<file path="src/rtl/fetch_unit.sv">
// Instruction fetch stage: owns the PC, issues one imem read at a time and
// presents {instruction, PC} to decode, squashing wrong-path responses.
module fetch_unit #(
  parameter logic [31:0] RESET_PC = 32'h0000_0000,
  parameter logic [31:0] PC_INC   = 32'd4
) (
  input  logic        clk,
  input  logic        reset,
  input  logic        stall,
  input  logic        branch_taken,
  input  logic [31:0] branch_target,
  output logic        imem_req,
  output logic [31:0] imem_addr,
  input  logic        imem_ready,
  input  logic [31:0] imem_rdata,
  output logic        inst_valid,
  output logic [31:0] inst_out,
  output logic [31:0] pc_out
);

  typedef enum logic [1:0] {IDLE, FETCH, DRAIN} state_t;

  state_t      state_q, state_d;
  logic [31:0] pc_q, pc_d;
  logic [31:0] req_addr_q, req_addr_d;
  logic        inst_valid_q, inst_valid_d;
  logic [31:0] inst_out_q, inst_out_d;
  logic [31:0] pc_out_q, pc_out_d;

  logic consume;
  logic slot_free;

  assign consume   = inst_valid_q && !stall;
  assign slot_free = !inst_valid_q || !stall || branch_taken;

  assign imem_req   = (state_q == FETCH) || (state_q == DRAIN);
  assign imem_addr  = req_addr_q;
  assign inst_valid = inst_valid_q;
  assign inst_out   = inst_out_q;
  assign pc_out     = pc_out_q;

  always_comb begin
    state_d      = state_q;
    pc_d         = pc_q;
    req_addr_d   = req_addr_q;
    inst_valid_d = inst_valid_q;
    inst_out_d   = inst_out_q;
    pc_out_d     = pc_out_q;

    case (state_q)
      IDLE: begin
        if (branch_taken) begin
          pc_d         = branch_target;
          inst_valid_d = 1'b0;
        end
        if (consume && !branch_taken) begin
          inst_valid_d = 1'b0;
        end
        if (slot_free) begin
          state_d    = FETCH;
          req_addr_d = branch_taken ? branch_target : pc_q;
        end
      end

      FETCH: begin
        if (imem_ready && !branch_taken) begin
          inst_out_d   = imem_rdata;
          pc_out_d     = req_addr_q;
          inst_valid_d = 1'b1;
          pc_d         = req_addr_q + PC_INC;
          state_d      = IDLE;
        end else if (imem_ready && branch_taken) begin
          // Response belongs to the old path; reissue at the target right away.
          pc_d       = branch_target;
          req_addr_d = branch_target;
        end else if (branch_taken) begin
          // Address must stay put until the outstanding request completes.
          pc_d    = branch_target;
          state_d = DRAIN;
        end
      end

      DRAIN: begin
        if (branch_taken) begin
          pc_d = branch_target;
        end
        if (imem_ready) begin
          req_addr_d = branch_taken ? branch_target : pc_q;
          state_d    = FETCH;
        end
      end

      default: begin
        state_d = IDLE;
      end
    endcase
  end

  always_ff @(posedge clk) begin
    if (reset) begin
      state_q      <= IDLE;
      pc_q         <= RESET_PC;
      req_addr_q   <= RESET_PC;
      inst_valid_q <= 1'b0;
      inst_out_q   <= 32'h0;
      pc_out_q     <= 32'h0;
    end else begin
      state_q      <= state_d;
      pc_q         <= pc_d;
      req_addr_q   <= req_addr_d;
      inst_valid_q <= inst_valid_d;
      inst_out_q   <= inst_out_d;
      pc_out_q     <= pc_out_d;
    end
  end

endmodule
</file>
<file path="config.mk">
export PLATFORM = sky130hd
export DESIGN_NAME = fetch_unit
export DESIGN_NICKNAME = d
export VERILOG_FILES = /design/src/rtl/fetch_unit.sv
export SDC_FILE = /design/constraint.sdc
export NUM_CORES = 1
export LEC_CHECK = 0
export CAP_MARGIN = 20
export CORE_UTILIZATION = 39
export CTS_CLUSTER_DIAMETER = 120
export DETAILED_ROUTE_END_ITERATION = 6
export PLACE_DENSITY = 0.66
export SLEW_MARGIN = 10
export SYNTH_ARGS = -nofsm -noshare
export SYNTH_HDL_FRONTEND = slang
export SYNTH_SLANG_ARGS = --single-unit
</file>
<file path="constraint.sdc">
create_clock -name clk -period 2.8 [get_ports clk]
set_input_delay 0.84 -clock clk [delete_from_list [all_inputs] [get_ports clk]]
set_output_delay 0.84 -clock clk [all_outputs]
set_load 0.01 [all_outputs]
</file>
==> impl_metrics.toml <==
[run_status]
status = "finished clean"

[power_and_ir_drop]
p_sw_w = 0.00155
comb_power_share_pct = 20.3
p_sw_share_pct = 28.6
pwr-share-seq_pct = 41.6
power.internal_w = 0.00388
total_leakage_power_nw = 2.93
p_clk_share_pct = 38.1
peakVddDrop_uv = 444
p_per_area_nw_per_um2 = 660

[clocking]
cts_root_buffer = "clkbuf_16"
cts_resized = 0
clock_latency_ns = 0.42
cts_sinks = 131
cts_tree = "done"
post_cts_buffers = 0
numCtsBuffers = 17
postCtsHoldBufs = 0
htreeDepth = 4
path_clk_slew_ns = 0.06
clockBufferDepth = 2

[worst_setup_path]
cp_num_buf_inv = 2
critPathTopFamily = "buffers and inverters"
cp-start-kind = "flip-flop"
regToRegEndpoint = "pc_q[24]$_SDFFE_PP0P_"
startpoint = "state_q[1]$_SDFFE_PP0P_"
worstReg2RegStart = "imem_addr[3]$_SDFFE_PP0P_"
reg2reg_slack_ns = 0.66
cp_data_required_time_ns = 1.96
crit_chain = "inv_1, ha_1, clkdlybuf4s50_1"
endpoint = "imem_req"
end_kind = "primary output"
cpPeakStageDelay_ns = 0.54
arrival_ns = 1.75
r2r_cells = 6
crit_fanout = 5
crit_slowest_cell = "clkdlybuf4s50_1"
worst-setup-path-type = "flip-flop to primary output"
cp_num_cells = 3

[sta]
min_period_ns = 2.59
worst_slew_pin_slew_ns = 0.644
whs_ns = 0.451
timing.fmax_mhz = 387
skew_ns = 0.00396
relSlewSlack_pct = 56.7
final-setup-viol-count = 0
timing.final.crit_share_pct = 92.4
tns_ns = 0
rsz0062_at_grt = "no"
drv_slew = 0
finalHoldViolCount = 0

[route]
final_antenna_net_count = 0
via_per_inst = 5.48
dr.pass1.iters = 6
dr.first_iter.drc_count = 454
vias = 5832
post-route-drc-count = 0
wl_per_cell_um = 16.3
drt-total-wl_mm = 17.4

[synth]
synthTopCellsByArea = "dfxtp_1 (45%), nand2_1 (12%), a21oi_1 (7.7%)"
synthesis.nets = 800
synth_edf_count = 0
synthCells = 726
ys.warnings.count = 0
yosysTopAreaCellShare_pct = 44.9
ys_types = 43
yosysSeqAreaShare_pct = 44.9
async_flop_share_pct = 0
post-synth-top-count-cell = "nand2_1"
yosys-top-cells-count = "nand2_1 (181), dfxtp_1 (131), a21oi_1 (90)"
ys_seq_elements = 131
syn-cell-area_um2 = 5840
synth.avg_cell_area_um2 = 8.04
synth_area_leader_cell = "dfxtp_1"
synthFlopType = "dfxtp_1"

[global_route]
grt_max_degree = 65
grt_pass1_vias = 5535
grt-ovfl-total = 0
grtUsageTotal_pct = 22.6
antenna_found_initial = 0
grt_pass1_wl_mm = 28.2

[floorplanning]
start_util_pct = 40.0
ios = 167
dieArea_um2 = 15500
core.rowCount = 44
core_area_um2 = 14600
fp.dieW_um = 124
die_h_um = 124

[placement]
portBuffers = 166
dpl.hpwl_mm = 11.5
place_congestion = 0.833

[layout]
final_nets = 945
drive_gt1_share_pct = 7.38
antenna_cells = 0
area_delta_synth_final_pct = 40.9

[hold_path]
min_path_type = "flip-flop to flip-flop"

[job]
drv_cap = 0
[power groups by stage]
| stage | logic, W | registers (W) | clock network [W] |
|---|---|---|---|
| 6_report | 0.00110 | 0.00226 | 0.00207 |
| 5_1_grt | 0.00119 | 0.00229 | 0.00219 |
| 4_1_cts | 0.00110 | 0.00225 | 0.00211 |
| 3_5_place_dp | 0.00110 | 0.00229 | 0 |
| 3_3_place_gp | 0.00107 | 0.00228 | 0 |
| 2_1_floorplan | 0.000548 | 0.00228 | 0 |
[worst register-to-register path, delay by kind of cell, from the launching register on]
| kind | cells | cell delay (ns) |
|---|---|---|
| simple gates | 3 | 1.02 |
| fa+ha+maj | 1 | 0.27 |
| compound gates | 2 | 0.27 |
| flops | 1 | 0.48 |
[placed cells by master (no fill, tap or decap), types with 2 or more instances in the layout]
master           Yosys  routed
a211oi_1            10      10
a211oi_2             3       2
a21oi_1             90      90
a311oi_1            25      25
a31oi_1              2       2
a32o_1               2       2
and3_1               5       5
and4_1               5       5
and4_2               2       2
buf_12               0       4
buf_4                1      17
clkbuf_1            38       3
clkbuf_16            0      17
clkbuf_8             0       4
clkdlybuf4s50_1      0     164
clkinv_2             0       3
dfxtp_1            131     131
ha_1                 5       5
inv_1                4       4
mux2_2               2       2
mux2i_1             17      17
nand2_1            181     180
nand2b_1             2       2
nand3_1              6       6
nand4_1              8       8
nand4b_1             2       2
nor2_1              60      59
nor2b_1              2       2
nor4_4               2       2
o21ai_0             44      44
o21ai_1              3       3
o221ai_1            14      14
o22ai_1              3       3
xnor2_1              6       6
xor2_1              20      20
[kinds of logic after synthesis]
kind of cell / count (synthesis) / synth area share [%]
muxes: 19 / 3.30
buffers and inverters: 64 / 4.61
AOI/OAI and AO/OA: 198 / 20.7
and+or+nand+nor: 283 / 21.5
xor gates and xnor gates: 26 / 3.90
DFF: 131 / 44.9
adders and majority gates: 5 / 1.07
[cell type report]
| class | count | area (µm²) |
|---|---|---|
| timing repair buffer | 186 | 1850 |
| sequential | 131 | 2620 |
| fill | 1270 | 6360 |
| clock inverter | 5 | 52.6 |
| multi-input combinational | 531 | 2960 |
| clock buffer | 24 | 492 |
| inverter | 4 | 15.0 |
| tap | 184 | 230 |
[through the flow]
| stage | area (µm²) | std cells | util, % | total power [W] | setup slack [ns] |
|---|---|---|---|---|---|
| after global placement | 7680 | 1036 | 52.7 | 0.00336 | 0.185 |
| after CTS | 8230 | 1065 | 56.4 | 0.00546 | 0.197 |
| final | 8230 | 1065 | 56.4 | 0.00543 | 0.214 |
| after detailed placement | 7680 | 1036 | 52.7 | 0.00339 | 0.119 |
| after global routing | 8230 | 1065 | 56.4 | 0.00567 | 0.112 |
| after floorplan | 5840 | 726 | - | 0.00283 | 0.604 |
[metal layers]
metal  wire, µm  vias to the layer above  share of wire, %  track usage, %
li1           -                     2814                 -               -
met1       7430                     2754                43            27.5
met2       8490                      233                49            37.7
met3       1110                       31               6.4            6.19
met4        369                        0               2.1            8.65
met5          0                        -                 0               0
[worst min-delay path by stage]
stage / from / cells past startpoint / endpoint
floorplan: pc_q[2]$_SDFFE_PP0P_ / 2 / pc_q[2]$_SDFFE_PP0P_
global placement: pc_out[18]$_SDFFE_PP0P_ / 2 / pc_out[18]$_SDFFE_PP0P_
detailed placement: pc_out[11]$_SDFFE_PP0P_ / 2 / pc_out[11]$_SDFFE_PP0P_
CTS: pc_out[11]$_SDFFE_PP0P_ / 2 / pc_out[11]$_SDFFE_PP0P_
global route: pc_out[0]$_SDFFE_PP0P_ / 2 / pc_out[0]$_SDFFE_PP0P_
finish: inst_out[26]$_SDFFE_PP0P_ / 2 / inst_out[26]$_SDFFE_PP0P_
[registers in the layout (all words and copies together) (netlist names)]
signal and cells:
state_q 2, imem_addr 32, inst_valid 1, pc_out 32, pc_q 32, inst_out 32
(Power assumes the default switching activity.)
